[src/rtl/alu_share_arbiter.sv]
// Round-robin share of one 32-bit combinational ALU between two requesters.
// Optional ALU_ARB_STATS_EN adds grant and conflict counters.
module alu #(
  parameter int DATA_W = 32,
  parameter int OP_W   = 3
) (
  input  logic [OP_W-1:0]   i_op,
  input  logic [DATA_W-1:0] i_a,
  input  logic [DATA_W-1:0] i_b,
  output logic [DATA_W-1:0] o_y
);
  always_comb begin
    o_y = '0;
    unique case (i_op)
      3'b000: o_y = i_a + i_b;
      3'b001: o_y = i_a - i_b;
      3'b010: o_y = i_a & i_b;
      3'b011: o_y = i_a | i_b;
      3'b100: o_y = i_a ^ i_b;
      3'b101: o_y = {{(DATA_W-1){1'b0}},
                     $signed(i_a) < $signed(i_b)};
      3'b110: o_y = {{(DATA_W-1){1'b0}}, i_a < i_b};
      default: o_y = '0;
    endcase
  end
endmodule

module alu_share_arbiter #(
  parameter int DATA_W = 32,
  parameter int OP_W   = 3
) (
  input  logic              clk,
  input  logic              reset,
  input  logic              req0_valid,
  output logic              req0_ready,
  input  logic [OP_W-1:0]   req0_op,
  input  logic [DATA_W-1:0] req0_a,
  input  logic [DATA_W-1:0] req0_b,
  output logic              resp0_valid,
  input  logic              resp0_ready,
  output logic [DATA_W-1:0] resp0_data,
  output logic              resp0_err,
  input  logic              req1_valid,
  output logic              req1_ready,
  input  logic [OP_W-1:0]   req1_op,
  input  logic [DATA_W-1:0] req1_a,
  input  logic [DATA_W-1:0] req1_b,
  output logic              resp1_valid,
  input  logic              resp1_ready,
  output logic [DATA_W-1:0] resp1_data,
  output logic              resp1_err
`ifdef ALU_ARB_STATS_EN
  ,
  output logic [15:0]       grant_cnt0,
  output logic [15:0]       grant_cnt1,
  output logic [15:0]       conflict_cnt
`endif
);
  localparam logic [OP_W-1:0] OP_RSV = 3'b111;

  logic              r_v0, r_v1, r_e0, r_e1;
  logic [DATA_W-1:0] r_d0, r_d1;
  logic              r_last;
  logic              w_el0, w_el1, w_g0, w_g1;
  logic [OP_W-1:0]   w_op;
  logic [DATA_W-1:0] w_a, w_b, w_y, w_res;
  logic              w_rsv;

  assign w_el0 = req0_valid && (!r_v0 || resp0_ready);
  assign w_el1 = req1_valid && (!r_v1 || resp1_ready);

  // On a tie the requester that did not win last time goes first
  assign w_g0 = !reset && w_el0 && (!w_el1 || r_last);
  assign w_g1 = !reset && w_el1 && (!w_el0 || !r_last);

  assign req0_ready = w_g0;
  assign req1_ready = w_g1;

  assign w_op = w_g1 ? req1_op : req0_op;
  assign w_a  = w_g1 ? req1_a  : req0_a;
  assign w_b  = w_g1 ? req1_b  : req0_b;

  alu #(.DATA_W(DATA_W), .OP_W(OP_W)) u_alu (
    .i_op (w_op),
    .i_a  (w_a),
    .i_b  (w_b),
    .o_y  (w_y)
  );

  assign w_rsv = (w_op == OP_RSV);
  assign w_res = w_rsv ? '0 : w_y;

  always_ff @(posedge clk) begin
    if (reset) begin
      r_v0   <= 1'b0;
      r_v1   <= 1'b0;
      r_d0   <= '0;
      r_d1   <= '0;
      r_e0   <= 1'b0;
      r_e1   <= 1'b0;
      r_last <= 1'b1;
    end else begin
      if (w_g0) begin
        r_d0   <= w_res;
        r_e0   <= w_rsv;
        r_v0   <= 1'b1;
        r_last <= 1'b0;
      end else if (r_v0 && resp0_ready) begin
        r_v0 <= 1'b0;
      end
      if (w_g1) begin
        r_d1   <= w_res;
        r_e1   <= w_rsv;
        r_v1   <= 1'b1;
        r_last <= 1'b1;
      end else if (r_v1 && resp1_ready) begin
        r_v1 <= 1'b0;
      end
    end
  end

  assign resp0_valid = r_v0;
  assign resp0_data  = r_d0;
  assign resp0_err   = r_e0;
  assign resp1_valid = r_v1;
  assign resp1_data  = r_d1;
  assign resp1_err   = r_e1;

`ifdef ALU_ARB_STATS_EN
  logic [15:0] r_gc0, r_gc1, r_cc;

  always_ff @(posedge clk) begin
    if (reset) begin
      r_gc0 <= '0;
      r_gc1 <= '0;
      r_cc  <= '0;
    end else begin
      if (w_g0) r_gc0 <= r_gc0 + 16'd1;
      if (w_g1) r_gc1 <= r_gc1 + 16'd1;
      if (w_el0 && w_el1) r_cc <= r_cc + 16'd1;
    end
  end

  assign grant_cnt0   = r_gc0;
  assign grant_cnt1   = r_gc1;
  assign conflict_cnt = r_cc;
`endif
endmodule

[config.mk]
export PLATFORM = sky130hd
export DESIGN_NAME = alu_share_arbiter
export DESIGN_NICKNAME = d
export VERILOG_FILES = /design/src/rtl/alu_share_arbiter.sv
export SDC_FILE = /design/constraint.sdc
export NUM_CORES = 1
export LEC_CHECK = 0
export ABC_AREA = 0
export CAP_MARGIN = 40
export CORE_MARGIN = 1.5
export CORE_UTILIZATION = 56
export DETAILED_ROUTE_END_ITERATION = 12
export GPL_ROUTABILITY_DRIVEN = 1
export PLACE_DENSITY = 0.9
export SKIP_LAST_GASP = 1
export SLEW_MARGIN = 20
export SYNTH_ARGS = -nofsm -noshare
export SYNTH_HDL_FRONTEND = slang
export SYNTH_SLANG_ARGS = --single-unit
[constraint.sdc]
create_clock -name clk -period 8.8 [get_ports clk]
set_input_delay 1.32 -clock clk [delete_from_list [all_inputs] [get_ports clk]]
set_output_delay 1.32 -clock clk [all_outputs]
set_load 0.005 [all_outputs]
==> key figures <==
Place
  • Area after DPL: 11100 um^2
  • # placed instances: 1726
  • # port buffers: 209
  • Final Wtd Congestion: between 1 and 1.5
  • Post-DP HPWL: 26.4 mm

Clock network
  • Clock buffer depth: 2
  • Root Buffer: clkbuf_16
  • Worst skew pair latency: 0.34 ns
  • H-tree depth: 3
  • Cts repair resizes: 0
  • # Post-CTS Setup Buffers: 0
  • CTS Hold Buffers Added: 0
  • Clock tree sinks: 69
  • CTS tree: built
  • Clock-pin transition on the worst setup and hold timing paths: approximately 0.060 ns
  • Num CTS Buffers: 9

Logic synthesis
  • Area of the mapped netlist: 8920 um^2
  • Post-synth EDFFs: 0
  • Avg Inst Size Synth: 6.52 um^2
  • Net Count, Synth: 1623
  • Sequential-to-total area share from yosys stat: 15.5%
  • Post-synth top flop: dfxtp_1
  • Distinct cell type count after synthesis: 78
  • Ys Warns: 0
  • Fraction of registers with async set/reset: 0%
  • Post-synthesis cell count: roughly 1400
  • Synthesized flop and latch total: between 60 and 70

Worst setup path
  • Arrival @ worst endpoint: 6.87 ns
  • Delay-heaviest family, CP: compound AO/OA/AOI/OAI gates
  • Worst Path Required: 8.98 ns
  • Setup crit start kind: primary input
  • Path depth of the worst reg2reg path: 19
  • R2R Path End: resp1_data[24]
  • RR Startpoint: resp1_valid
  • Highest-delay cell along the critical path: a21boi_0
  • Crit-path max cell delay: 0.64 ns
  • Crit. End Element: register
  • CP dominant cell by count: a21oi_1
  • CP Class: primary input to register
  • Crit Path Max Fanout: 26
  • CP Cell Sequence: clkdlybuf4s50_1, nand2b_4, a311oi_4, nand2_2, inv_2, buf_16, nand2_1, nand2_1, ha_1, inv_1, fa_1, nor2b_1, o21ai_1, a21oi_1, o21ai_1, a21boi_0, o21ai_0, o21ai_0, a21oi_1, a211oi_1, a21oi_1
  • WP buf/inv: 4
  • R2R setup slack: 3.10 ns

Timing
  • Minimum clock period: approximately 6.7 ns
  • Worst hold margin: 0.459 ns
  • Setup_tns: 0 ns
  • RSZ-0062 raised after global routing: no
  • Slew @ Worst Pin: 0.866 ns
  • Achievable Freq: 0.149 GHz
  • Slew HR: 42.3%
  • Hold Vio Cnt, Final: 0
  • Fin crit share: 76.1%
  • Pins Over Slew Limit: 0
  • Setup violators final: 0
  • Final clock skew: between 0.008 and 0.009 ns

Floorplan
  • Initial Util: 58.0%
  • Io pins: 210
  • Die area: 16700 um^2
  • Row count: 45
  • Die Wd: 129 um
  • Die Span Y: 129 um
  • Core Footprint: 15400 um^2

Detailed routing
  • Drt total wl: approximately 35 mm
  • Iter 0 DRT Violations: 1645
  • Routed len/inst: 20.4 um
  • Remaining DRCs: 0
  • DR pass1 iterations: 7
  • Post-DRT Antenna Nets: 0
  • Drt via density: 6.47
  • Via count of the routed design: 11300

Worst hold path
  • Worst min path class: register to register
  • Worst hold stages: 1
  • WHS Endpoint: resp0_data[1]
  • HP Start: resp0_data[1]

Layout
  • Fillers: 1201
  • Synthesis-to-layout area growth: 28.4%
  • Antenna cells: 0
  • Non-filler cells in the finished layout: ~1700
  • Final Net Count: 1781
  • Finished Core Util: about three quarters
  • Final instance area: 11400 um^2
  • Share of layout cells above drive strength 1: 3.98%

Flow run
  • # Max-Cap Violations: 0

Global route
  • First-pass GRT wire length: 55.8 mm
  • Initial antenna violation count: 0
  • Largest net degree at the start of global routing: 68
  • Gr usage total: 42.3%
  • Gr ovfl total: 0
  • Vias in the first global route: 10600

Pwr
  • Pwr/cell area: 144 nW/um^2
  • Pleak: 0.00505 uW
  • Peak supply drop: 0.109 mV

Run status
  • Status: complete, no violations
layer usage:
metal | track usage [%] | vias to the layer above | part of all wire [%]
li1 | - | 5129 | -
met1 | 55.5 | 5122 | 39
met2 | 64.4 | 863 | 43
met3 | 11.1 | 155 | 13
met4 | 20.2 | 0 | 4.5
met5 | 0 | - | 0
stage by stage:
step	total power, uW	setup slack [ns]
after floorplan	914	3.29
after global placement	1230	2.06
after detailed placement	1240	2.02
after CTS	1610	2.29
after global routing	1740	1.67
final	1650	2.10
cell usage after synthesis (6+ instances only):
cell      number  area (um^2)
nor4_1        10         62.6
o21ai_0       91          455
inv_1        105          394
dfxtp_1       69         1380
buf_2         14         70.1
a31oi_1       11         68.8
a211oi_1      38          285
nand3_1       24          120
a21oi_1      125          626
a21o_1        14          105
o221ai_1      11         96.3
nor2_1       130          488
and2_1         7         43.8
o21a_1        10         75.1
o21bai_1      11         82.6
nor2b_1       14         87.6
and3_1         7         43.8
or3_1         10         62.6
ha_1         113         1410
o22ai_1        6         37.5
nand2_1      275         1030
clkbuf_1      58          218
nand4_1       10         62.6
a221oi_1       8         70.1
o31ai_1       14          105
o211ai_1      16          120
nor3_1        31          155
o21ai_1        6         30.0
nand2b_1      16          100
power by group:
part	switching (uW)	internal, uW
registers	22.4	346
logic	562	352
clock network	141	229
worst max-delay path by stage:
| stage | start | to | slack, ns | depth (start not counted) |
|---|---|---|---|---|
| 6_report | resp0_ready | resp1_data[24] | 2.10 | 21 |
| 3_5_place_dp | reset | resp0_data[24] | 2.02 | 19 |
| 4_1_cts | reset | resp1_data[24] | 2.29 | 19 |
| 3_3_place_gp | resp0_ready | resp0_data[24] | 2.06 | 20 |
| 2_1_floorplan | resp0_ready | resp0_data[26] | 3.29 | 21 |
| 5_1_grt | resp0_ready | resp0_data[24] | 1.67 | 21 |
logic make-up after synthesis:
kind of cell    share of synthesized area (%)
simple gates                             27.4
mux                                     0.688
fa+ha+maj                                16.3
buf+inv                                  7.98
xor+xnor                                0.393
compound gates                           31.7
flops                                    15.5
cell type report:
type	count	area [um^2]	share of cell area, %
clock inverter	6	70.1	0.612
clock buffer	10	239	2.09
inverter	106	398	3.48
multi-input combinational	1115	6850	59.9
timing repair buffer	225	2240	19.6
sequential	69	1380	12.1
tap	211	264	2.31
registers in the layout, summed over array words and instances, names as in the netlist:
register	count
resp1_data	32
resp0_err	1
resp0_data	32
resp1_err	1
resp0_valid	1
r_last	1
resp1_valid	1
layout by cell type, fill, tap and decap left out, types with 5 or more instances in the layout:
cell | netlist | final
o221ai_1 | 11 | 11
o21a_1 | 10 | 10
a21oi_1 | 125 | 125
clkbuf_16 | 0 | 9
a31oi_1 | 11 | 11
o21ai_0 | 91 | 91
nand4_1 | 10 | 10
a21o_1 | 14 | 14
a221oi_1 | 8 | 8
and3_1 | 7 | 7
nor4_1 | 10 | 10
a21boi_0 | 5 | 5
o21ai_1 | 6 | 6
nor2_1 | 130 | 130
nand3_1 | 24 | 24
o22ai_1 | 6 | 6
nand2_1 | 275 | 274
and2_1 | 7 | 7
ha_1 | 113 | 113
clkdlybuf4s50_1 | 0 | 209
nand2b_1 | 16 | 16
o21bai_1 | 11 | 11
buf_4 | 1 | 14
dfxtp_1 | 69 | 69
a2bb2oi_1 | 5 | 5
mux2i_1 | 5 | 5
a211oi_1 | 38 | 38
nor3_1 | 31 | 31
or3_1 | 10 | 10
a41oi_1 | 5 | 5
nor2b_1 | 14 | 14
a22oi_1 | 5 | 5
o31ai_1 | 14 | 14
o211ai_1 | 16 | 16
inv_1 | 105 | 104
(Power assumes the default switching activity.)
